--- config.mk ---
export PLATFORM = sky130hd
export DESIGN_NAME = nibble_serial_adder
export DESIGN_NICKNAME = d
export VERILOG_FILES = /design/src/rtl/adder_pkg.sv /design/src/rtl/adder4.sv /design/src/rtl/nibble_serial_adder.sv
export SDC_FILE = /design/constraint.sdc
export NUM_CORES = 1
export LEC_CHECK = 0
export CAP_MARGIN = 10
export CORE_MARGIN = 3
export CORE_UTILIZATION = 45
export DETAILED_ROUTE_END_ITERATION = 10
export PLACE_DENSITY = 0.74
export SKIP_CTS_REPAIR_TIMING = 1
export SLEW_MARGIN = 10
export SYNTH_ARGS = -nofsm -noshare
export SYNTH_HDL_FRONTEND = slang
export SYNTH_SLANG_ARGS = --single-unit
--- constraint.sdc ---
create_clock -name clk -period 1.5 [get_ports clk]
set_input_delay 0.375 -clock clk [delete_from_list [all_inputs] [get_ports clk]]
set_output_delay 0.375 -clock clk [all_outputs]
set_load 0.005 [all_outputs]
--- src/rtl/adder_pkg.sv ---
// Shared constants and FSM encoding for the nibble-serial adder.
package adder_pkg;

    localparam int NIBBLE_W = 4;

    typedef enum logic [1:0] {
        IDLE = 2'd0,
        RUN  = 2'd1,
        DONE = 2'd2
    } state_t;

endpackage

--- src/rtl/adder4.sv ---
// 4-bit slice adder: sum = a + b + cin, with the carry out of bit 3.
module adder4 (
    input  logic [3:0] a,
    input  logic [3:0] b,
    input  logic       cin,
    output logic [3:0] sum,
    output logic       cout
);

    // Plain ripple add of one nibble pair plus incoming carry.
    always_comb begin
        {cout, sum} = {1'b0, a} + {1'b0, b} + {4'b0000, cin};
    end

endmodule

--- src/rtl/nibble_serial_adder.sv ---
// Multi-cycle wide adder: one nibble slice per clock through a single adder4.
//
// state | meaning
// ------+--------------------------------------------------------------
// IDLE  | in_ready high; waiting for an operand pair
// RUN   | one nibble slice added per clock, LSB nibble first
// DONE  | result presented on SUM/Cout with out_valid until out_ready
module nibble_serial_adder
    import adder_pkg::*;
#(
    parameter int NIBBLES = 4
) (
    input  logic                        clk,
    input  logic                        rst_n,
    input  logic                        in_valid,
    output logic                        in_ready,
    input  logic [NIBBLE_W*NIBBLES-1:0] A,
    input  logic [NIBBLE_W*NIBBLES-1:0] B,
    input  logic                        Cin,
    output logic                        out_valid,
    input  logic                        out_ready,
    output logic [NIBBLE_W*NIBBLES-1:0] SUM,
    output logic                        Cout
);

    localparam int W     = NIBBLE_W * NIBBLES;
    localparam int IDX_W = (NIBBLES > 1) ? $clog2(NIBBLES) : 1;
    localparam logic [IDX_W-1:0] IDX_LAST = IDX_W'(NIBBLES - 1);

    state_t             state_r;
    state_t             state_nx;
    logic [W-1:0]       a_sh;
    logic [W-1:0]       b_sh;
    logic [W-1:0]       sum_sh;
    logic               carry_r;
    logic [IDX_W-1:0]   idx;
    logic [NIBBLE_W-1:0] slice_sum;
    logic               slice_cout;

    adder4 u_adder4 (
        .a    (a_sh[NIBBLE_W-1:0]),
        .b    (b_sh[NIBBLE_W-1:0]),
        .cin  (carry_r),
        .sum  (slice_sum),
        .cout (slice_cout)
    );

    // FSM state register.
    always_ff @(posedge clk or negedge rst_n) begin
        if (!rst_n) begin
            state_r <= IDLE;
        end else begin
            state_r <= state_nx;
        end
    end

    // Next-state logic; in_valid is only looked at in IDLE.
    always_comb begin
        state_nx = state_r;
        case (state_r)
            IDLE: if (in_valid)         state_nx = RUN;
            RUN:  if (idx == IDX_LAST)  state_nx = DONE;
            DONE: if (out_ready)        state_nx = IDLE;
            default:                    state_nx = IDLE;
        endcase
    end

    // Operand capture and per-slice shifting; sum nibbles enter at the MSB end
    // so that after NIBBLES slices the LSB nibble has reached bit 0.
    always_ff @(posedge clk or negedge rst_n) begin
        if (!rst_n) begin
            a_sh    <= '0;
            b_sh    <= '0;
            sum_sh  <= '0;
            carry_r <= 1'b0;
            idx     <= '0;
        end else begin
            case (state_r)
                IDLE: begin
                    if (in_valid) begin
                        a_sh    <= A;
                        b_sh    <= B;
                        carry_r <= Cin;
                        idx     <= '0;
                    end
                end
                RUN: begin
                    a_sh    <= a_sh >> NIBBLE_W;
                    b_sh    <= b_sh >> NIBBLE_W;
                    sum_sh  <= (sum_sh >> NIBBLE_W) | (W'(slice_sum) << (W - NIBBLE_W));
                    carry_r <= slice_cout;
                    idx     <= idx + IDX_W'(1);
                end
                default: ;
            endcase
        end
    end

    // Outputs come straight from registers / state so nothing is combinational from inputs.
    always_comb begin
        in_ready  = (state_r == IDLE);
        out_valid = (state_r == DONE);
        SUM       = sum_sh;
        Cout      = carry_r;
    end

endmodule

Word level (Yosys, flattened, before mapping)
Cells that the tools add are included.

word-level totals
  output and inout bits = 19
  flip-flop bits (word level) = 53
  input port bits = 37
  logic and storage cells = 32

operators by class
  mux-type cells = 12
  eq/ne operators = 6
  $add $sub $neg = 3
  reductions and logical operators = 4
  bitwise logic cells = 1

operator list
  kind                   count
  $pmux W16 S2           2
  $mux W16               2
  $or A12 B16 Y16        1
  $mux W2                4
  $pmux W2 S3            1
  $add A4 B4 Y5          1
  $add A5 B1 Y5          1
  $eq A2 B2 Y1 const B   2
  $ne A2 B2 Y1 const B   2
  $pmux W2 S2            1
  $reduce_and A3 Y1      1
  $add A2 B1 Y2 const B  1
  $eq A2 B1 Y1 const B   1
  $logic_not A2 Y1       1
  $ne A2 B1 Y1 const B   1
  $pmux W1 S2            1
  $reduce_and A2 Y1      1
  $reduce_bool A2 Y1     1
  $mux W1                1

Depth between registers and ports, before layout
Gate-level depths: netlist of the first run.

  depth after elaboration = 3
  mapped depth = 7
  gate-level depth less buffers = 6

Hierarchy
A second synthesis of the first run with hierarchy kept.

unflattened totals
  cell total of the unflattened synthesis = 234
  area total of the unflattened synthesis = 2695.1 um2

by module, submodules not included
  module               seq. area each (um2)  instances  area each (um2)  cells each
  nibble_serial_adder  1326.3                1          2551.2           218
  adder4               0.0                   1          143.9            16

Worst setup path after synthesis of the first run
No wires, ideal clock.

  path kind = reg-to-reg
  from = register carry_r, in the netlist Cout
  to = register carry_r, in the netlist Cout
  stages on the path, launching flop included = 7
  setup time = 0.066 ns
  slack = -0.195 ns
  arrival = 1.630 ns
  required time = 1.434 ns
  path buffers = 0
  period minus slack after synthesis = 1.695 ns
  cell sequence = dfrtp_1 -> inv_1 -> fa_1 -> fa_1 -> nand2b_1 -> a21oi_1 -> o31a_1

on the way
  word-level cells in the longest chain between the ends = 2

RTL lines
  element                 RTL line                   RTL
  from (decl)             nibble_serial_adder.sv:35  logic carry_r;
  from (signal assigned)  nibble_serial_adder.sv:83  carry_r <= Cin;
  from (signal assigned)  nibble_serial_adder.sv:91  carry_r <= slice_cout;
  $add A5 B1 Y5           adder4.sv:12               {cout, sum} = {1'b0, a} + {1'b0, b} + {4'b0000, cin};
  $pmux W1 S2             nibble_serial_adder.sv:78  case (state_r)

Every way passes these cells.
A chain may end at the register's enable or synchronous reset.

Worst setup path after layout of the first run
  from = register b_sh[0]
  to = register carry_r, in the netlist Cout

on the way
  word-level cells in the longest chain between the ends = 3

RTL lines
  element                 RTL line                   RTL
  from (decl)             nibble_serial_adder.sv:33  logic [W-1:0] b_sh;
  from (signal assigned)  nibble_serial_adder.sv:89  b_sh <= b_sh >> NIBBLE_W;
  $add A4 B4 Y5           adder4.sv:12
  $add A5 B1 Y5           adder4.sv:12
  $pmux W1 S2             nibble_serial_adder.sv:78

Every way passes these cells.

==> results of run 1 <==
-- path summary, 6_finish.rpt --
kind | slack, ps | endpoint | cells after the start
min in group clk | 480 | a_sh[8] | 2
worst max-delay path | -130 | Cout | 6
max in group asynchronous | 1200 | state_r[0] | 2
worst min register to register | 480 | a_sh[8] | 2
worst max register to register | -130 | Cout | 6
worst min-delay path | 50 | SUM[3] | 2
-- metrics by stage --
step	instance area [sq um]	setup WS (ps)	power (mW)	setup TNS, ps
global placement	3196	-84.95	5.698	-2265
finish	3525	-133.0	7.116	-135.3
CTS	3282	-347.5	6.641	-2077
global route	3525	-181.5	7.714	-372.6
floorplan	2532	-55.16	4.675	-55.16
detailed placement	3196	-128.6	5.839	-3418
-- power breakdown --
| group | leakage (nW) | internal (mW) | switching, mW |
|---|---|---|---|
| sequential | 0.669 | 2.08 | 0.386 |
| combinational | 1.10 | 2.03 | 1.81 |
| clock | 0.0443 | 0.367 | 0.441 |
-- flip-flops by register name (all words and copies together), names as in the netlist --
| register | count |
|---|---|
| SUM | 16 |
| a_sh | 16 |
| idx | 2 |
| b_sh | 16 |
| Cout | 1 |
| state_r | 2 |
-- layer usage --
layer  part of all wire (%)  GRT usage [%]
met5                      0              0
met4                    1.2          5.743
met3                    5.1          4.102
met2                     50          29.15
met1                     44          20.20
-- layout by cell type, fill, tap and decap left out, types with 2 or more instances in the layout --
master,synthesis,routed
clkdlybuf4s50_1,0,35
nor4bb_1,2,2
dfrtp_2,0,2
dlymetal6s2s_1,0,18
dfrtp_1,53,51
inv_2,0,2
clkbuf_8,0,6
inv_1,8,6
buf_4,1,30
a21oi_1,10,10
buf_12,0,2
ha_1,4,4
nand2_1,72,72
nor2_1,2,2
fa_2,0,2
mux2i_1,25,25
nor2b_1,12,10
buf_2,5,2
o21ai_0,37,35
nand2b_1,3,3
-- kinds of logic after synthesis --
logic type,after synthesis,synth area share [%]
DFF,53,52.48
AOI/OAI and AO/OA,52,11.39
adders and majority gates,6,3.564
xor gates and xnor gates,1,0.3466
muxes,25,9.901
and+or+nand+nor,95,16.88
buffers and inverters,25,5.445
-- area by class of cell --
cell class,count,share of cell area (%)
tap,70,2.485
multi-input combinational,179,30.92
sequential,53,37.70
clock buffer,7,2.449
inverter,8,0.8520
timing repair buffer,90,25.59
==> run metrics, run 1 <==
clk_lat worst skew 310 ps; CTS H-tree lvls 2; Final WS setup -133.0 ps; failing checks negative setup slack; Post-Syn Instances roughly 260; final cell count without fillers 407; Final Hold Viols 0; Die H 80.95 um; buffers and inverters on the worst path 1; cells along the critical path inv_2, fa_2, fa_2, nand2b_1, a21oi_1, o31a_1; Max-cap violations 0; WL per Instance 13.61 um; placed cells 380; post-synth top area share 52.48%; Crit path top cell by count fa_2; clock skew 8.232 ps; Rows 26; post-DP HPWL 3670 um; register area 1329 sq um; Leak 1.811 nW; GP Congestion ~0.85; Detailed Route Iter0 Violations 69; diodes inserted 0; CTS root buf clkbuf_8; ranking of synthesized cells by area dfrtp_1 52%, nand2_1 11%, mux2i_1 9.9%, o21ai_0 7.3%, nor2b_1 3.0%; core box area roughly 5300 sq um; R2R Path Start b_sh[0]; DIE AREA between 6000 and 7000 sq um; Pwr Density 2019 nW/um^2; footprint of the multi-input gates 1090 sq um; clock slew seen by the registers of the worst setup and hold paths 90 ps; area leader, netlist dfrtp_1; worst hold slack 45.57 ps; area added between synthesis and finish 39.46%; Layout Nets 380; fin crit period 1633 ps; Worst-Margin Slew 354.2 ps; register area share after synthesis between 50% and 60%; CTS buffer count 5; syn_nets 300; Max Fclk 0.6124 GHz; number of global-route vias before repair roughly 1900; Main synth FF type dfrtp_1; Post-synth EDFFs 0; Hold/Removal Path Class in2async; initial antenna violation count 0; antenna viol nets, final 0; Remaining DRCs 0; Synth Warn # 0; Slowest Stage Delay on Critical Path around 400 ps; final core occ about two thirds; synthesized flop and latch total 53; total clock sinks 53; Vias/cell around 4.9; crit-path leading delay family adder cells; layout cells sized above 1 16.32%; critical path capture point type flip-flop; Initial Util 47.96%; Netlist cell types 27; Mean Syn Cell Area 9.834 sq um; drt first pass iters 4; worst endpoint required time 1750 ps; Port Buf Inserts 55; grt ovf 0; largest net degree at the start of global routing 54; Max-Slew Margin vs Limit ~76%; CTS tree yes; Crit. Startpoint b_sh[0]; Final Cycle Share 108.9%; critical path arrival 1880 ps; IO Pins 56; Vias 1993; Synth top cells by count 72 x nand2_1, 53 x dfrtp_1, 37 x o21ai_0; CP startpoint kind flip-flop; ys async rst share 100.0%; maximum buffer depth of the clock tree 2; count leader, synth nand2_1; Fillers ~430; max-slew violations 0; GRT Overall Usage between 10% and 20%; Crit Path Max Fanout 2; VDD IR-drop max 1018 uV; first-pass GRT wire length 8459 um; die width 80.95 um; Synth Cell Area 2527 sq um; RSZ-0062 raised after global routing yes; outcome complete, but fails checks; # setup viols final 3; kind of critical path reg2reg; final WL approximately 5500 um; Worst path slowest cell fa_2
Note: power is estimated with default switching activity, not from simulation.
==> run 2, diff against run 1 <==
Settings changed: PLACE_DENSITY 0.74 to 0.75.
==> run metrics, run 2 (same netlist as run 1, synthesis figures left out) <==
top sig layer met4; Port Buf Inserts 55 (unchanged); number of global-route vias before repair 1974 (+3.7%); outcome complete, but fails checks; clk_lat worst skew 300 ps (about the same); CTS buffer count 5 (unchanged); Leak 1.858 nW (+2.6%); crit-path leading delay family adder cells; drt first pass iters 4 (unchanged); Pwr Density 2088 nW/um^2 (+3.4%); total clock sinks 53 (unchanged); CTS tree yes; Final Cell Area 3630 sq um (+3.0%); Met2 Wirelength 2845 um (+3.1%); Worst-Margin Slew 310.1 ps (-44.18 ps); Fillers 420 (-2.6%); Remaining DRCs 0 (unchanged); cells along the critical path inv_2, fa_2, fa_2, nand2b_4, a21oi_2, o31a_1; maximum buffer depth of the clock tree 2 (unchanged); core box area 5270 sq um (unchanged); setup TNS -604.8 ps (-469.4 ps); initial antenna violation count 0 (unchanged); GP Congestion 0.8217 (-3.1%); Max-cap violations 0 (unchanged); antenna viol nets, final 0 (unchanged); Final WS setup -166.0 ps (-33.02 ps); register area 1328 sq um (about the same); Final Cycle Share 111.1% (+2.2 points); fin crit period 1666 ps (+33.02 ps); Hold/Removal Path Class reg2reg; RSZ-0062 raised after global routing yes; Detailed Route Iter0 Violations 55 (-20%); Hold Crit Depth 2; WL per Instance 14.10 um (+3.6%); area added between synthesis and finish 43.61%; Metal-1 WL 2586 um (+6.6%); r2r worst-path depth 6 (unchanged); max-slew violations 0 (unchanged); most common cell after layout, fill and taps aside nand2_1; clock skew 4.691 ps (-3.542 ps); Vias 2049 (+2.8%); clock slew seen by the registers of the worst setup and hold paths 90 ps (about the same); die width 80.95 um (unchanged); placed cell areas 3218 sq um (+0.71%); commonest non-fill, non-tap cells in the layout 72 x nand2_1, 52 x dfrtp_1, 35 x clkdlybuf4s50_1, 26 x o21ai_1, 24 x buf_4; largest net degree at the start of global routing 43 (-20%); CP startpoint kind flip-flop; critical path capture point type flip-flop; worst endpoint required time 1740 ps (about the same); VDD IR-drop max 1019 uV (about the same); layout cells sized above 1 18.48% (+2.2 points); Met3 Routed Length 273 um (-3.5%); # setup viols final 11 (+8); Stages on worst setup path 6 (unchanged); diodes inserted 0 (unchanged); final WL 5794 um (+4.6%); failing checks negative setup slack; kind of critical path reg2reg; total power 7.578 mW (+6.5%); Rows 26 (unchanged); IO Pins 56 (unchanged); Initial Util 47.96% (unchanged); Final Hold Viols 0 (unchanged); DIE AREA 6552 sq um (unchanged); CTS root buf clkbuf_8; first-pass GRT wire length 8714 um (+3.0%); critical path arrival 1910 ps (+30 ps); Die H 80.95 um (unchanged); footprint of the multi-input gates 1124 sq um (+3.1%); Slowest Stage Delay on Critical Path 400 ps (about the same); Worst path slowest cell fa_2; CTS H-tree lvls 2 (unchanged); Crit Path Max Fanout 2 (unchanged); Vias/cell 4.985 (+1.8%); Layout Nets 384 (+1.1%); Crit path top cell by count fa_2; Max Fclk 0.6002 GHz (-2.0%); post-DP HPWL 3955 um (+7.8%); grt ovf 0 (unchanged); buffers and inverters on the worst path 1 (unchanged); final cell count without fillers 411 (+0.98%); Max-Slew Margin vs Limit 79.05% (+3.0 points); GRT Overall Usage 17.16% (+0.41 points); worst slack at placement -202.4 ps (-73.83 ps); placed cells 383 (+0.79%)
run 2: worst paths after layout:
| check | start | endpoint | slack (ps) |
|---|---|---|---|
| setup / recovery | a_sh[0] | Cout | -170 |
| min in group asynchronous | rst_n | SUM[2] | 490 |
| hold reg to reg | SUM[3] | SUM[3] | 470 |
| setup reg to reg | a_sh[0] | Cout | -170 |
| hold / removal | SUM[3] | SUM[3] | 470 |
| max in group asynchronous | rst_n | SUM[8] | 500 |
run 2: per-layer routing:
metal  vias up  global-route usage, %
met4         0                  5.574
li1       1022                      -
met3         9                  3.437
met1       963                  21.96
met5         -                      0
met2        55                  29.15
run 2: per-stage QoR:
stage	util [%]	hold slack, ps
2_1_floorplan	-	79.41
3_3_place_gp	61.06	279.6
3_5_place_dp	61.06	283.7
4_1_cts	62.70	-50.72
5_1_grt	68.87	511.0
6_report	68.87	473.6
run 2: worst register-to-register path: stages, from the launching register on:
cell	delay [ps]
dfrtp_1	380
inv_2	50
fa_2	400
fa_2	380
nand2b_4	150
a21oi_2	110
o31a_1	140
run 2: cell type report:
type                            count  share of cell area (%)
Sequential cell                    53                   36.57
Multi-Input combinational cell    180                   30.95
Timing Repair Buffer               93                   26.85
Tap cell                           70                   2.413
Clock buffer                        7                   2.378
Inverter                            8                  0.8273
run 2: report_power, final:
part / switching [mW] / internal (mW) / total (mW)
Combinational: 1.99 / 2.32 / 4.31
Sequential: 0.389 / 2.08 / 2.47
Clock: 0.432 / 0.367 / 0.799
Total: 2.81 / 4.77 / 7.58
==> run 3, diff against run 2 <==
Settings changed: CORE_ASPECT_RATIO from default to 0.9.
==> run metrics, run 3 (same netlist as run 1, synthesis figures left out) <==
outcome complete, but fails checks; failing checks negative setup slack; buffers and inverters on the worst path 1 (unchanged); CTS H-tree lvls 2 (unchanged); Die H 77.10 um (-4.8%); Remaining DRCs 0 (unchanged); Rows 25 (-3.8%); commonest non-fill, non-tap cells in the layout 72 x nand2_1, 53 x dfrtp_1, 36 x clkdlybuf4s50_1, 35 x o21ai_0, 28 x buf_4; critical path arrival 1380 ps (-530 ps); Max-Slew Margin vs Limit 72.59% (-6.5 points); Layout Nets 378 (-1.6%); Slowest Stage Delay on Critical Path 510 ps (+110 ps); Hold Path Sink b_sh[10]; RSZ-0062 raised after global routing yes; Vias/cell 5.000 (+0.29%); HP Start b_sh[10]; kind of critical path reg2out; footprint of the multi-input gates 1085 sq um (-3.5%); register-to-register setup slack -170 ps (about the same); area added between synthesis and finish 38.56%; combinational power share 53.3% (-3.6 points); IO Pins 56 (unchanged); antenna viol nets, final 0 (unchanged); worst hold slack 484.8 ps (+11.15 ps); Final WS setup -251.0 ps (-84.98 ps); CP startpoint kind flip-flop; CTS root buf clkbuf_8; number of global-route vias before repair 1846 (-6.5%); Internal 4.396 mW (-7.8%); most common cell after layout, fill and taps aside nand2_1; Port Buf Inserts 55 (unchanged); Final Hold Viols 0 (unchanged); Hold Crit Depth 2 (unchanged); register area 1326 sq um (about the same); placed cell areas 3224 sq um (+0.19%); cells along the critical path nor2b_2, clkdlybuf4s50_1; Switch Pwr 2.598 mW (-7.5%); worst endpoint required time 1120 ps (-620 ps); Vias 2010 (-1.9%); Initial Util 47.25% (-0.71 points); Hold/Removal Path Class reg2reg; largest net degree at the start of global routing 47 (+9.3%); maximum buffer depth of the clock tree 2 (unchanged); CTS buffer count 5 (unchanged); max-slew violations 0 (unchanged); fin crit period 1751 ps (+84.98 ps); Worst path slowest cell clkdlybuf4s50_1; R2R Path Start a_sh[0]; Max-cap violations 0 (unchanged); die width 85.00 um (+5.0%); r2r worst-path depth 6 (unchanged); Leak 1.803 nW (-2.9%); Final Cell Area 3502 sq um (-3.5%); clock network power share 11.6% (+1.1 points); Crit Reg-Reg Endpoint Cout; Max Fclk 0.5711 GHz (-4.9%); Detailed Route Iter0 Violations 137 (+150%); Crit Path Max Fanout 3 (+1); VDD IR-drop max 1043 uV (+2.3%); Pwr Density 1997 nW/um^2 (-4.3%); # setup viols final 6 (-5); critical path capture point type output port; GP Congestion 0.7307 (-11%); DIE AREA 6553 sq um (about the same); final core occ 65.47% (-3.4 points); Final Cycle Share 116.7% (+5.7 points); Fillers 435 (+3.6%); first-pass GRT wire length 8756 um (+0.48%); layout cells sized above 1 15.22% (-3.3 points); crit-path leading delay family buffers and inverters; drt first pass iters 4 (unchanged); setup TNS -499.7 ps (+105.1 ps); total clock sinks 53 (unchanged); clock slew seen by the registers of the worst setup and hold paths 90 ps (about the same); diodes inserted 0 (unchanged); core box area 5349 sq um (+1.5%); Worst-Margin Slew 411.2 ps (+101.1 ps); GRT Overall Usage 16.66% (-0.50 points); WL per Instance 13.75 um (-2.5%); grt ovf 0 (unchanged); total power 6.994 mW (-7.7%); clk_lat worst skew 300 ps (about the same); CTS tree yes; initial antenna violation count 0 (unchanged); clock skew 7.992 ps (+3.302 ps); post-DP HPWL 3831 um (-3.1%); sequential share of power 35.2% (+2.6 points); switch share 37.15% (+0.067 points); final WL 5527 um (-4.6%)
[run 3: changes by cell type in the layout (fill, tap and decap cells not counted), sizes merged]
cell and change:
buf -4, clkbuf -2, clkdlybuf4s50 +1, nand2b -1
[run 3: stage by stage]
step / instances / worst slack (ps)
6_report: 402 / -251.0
5_1_grt: 402 / -321.0
4_1_cts: 385 / -357.8
3_5_place_dp: 378 / -183.3
3_3_place_gp: 378 / -133.3
2_1_floorplan: 257 / -55.16
[run 3: layer usage]
metal / wire length (um) / global-route usage [%] / part of all wire, %
met5: 0 / 0 / 0
met4: 60 / 4.747 / 1.1
met3: 266 / 3.652 / 4.8
met2: 2626 / 26.94 / 48
met1: 2573 / 22.49 / 47
[run 3: worst min-delay path, delay by kind of cell (launching register included)]
family / cells / cell delay [ps]
simple gates: 1 / 50
flops: 1 / 350
compound gates: 1 / 60
[run 3: cell type report]
type / instances / area share, %
inverters: 8 / 0.8574
multi-input cells: 179 / 30.98
flip-flops and latches: 53 / 37.87
repair buffers: 88 / 25.44
well taps: 67 / 2.394
clock buffers: 7 / 2.465
[run 3: worst max path at each step]
| stage | from | end | slack [ps] | cells after the start |
|---|---|---|---|---|
| 2_1_floorplan | b_sh[0] | Cout | -60 | 6 |
| 3_3_place_gp | in_valid | b_sh[0] | -130 | 4 |
| 3_5_place_dp | in_valid | b_sh[6] | -180 | 4 |
| 4_1_cts | state_r[1] | in_ready | -360 | 2 |
| 5_1_grt | state_r[1] | out_valid | -320 | 2 |
| 6_report | state_r[1] | out_valid | -250 | 2 |
[run 3: power by group through the flow]
stage	clock (mW)	combinational, mW	sequential (mW)
after floorplan	0	2.26	2.42
after global placement	0	3.33	2.47
after detailed placement	0	3.42	2.50
after CTS	0.829	3.44	2.47
after global routing	0.880	4.18	2.53
final	0.809	3.72	2.46
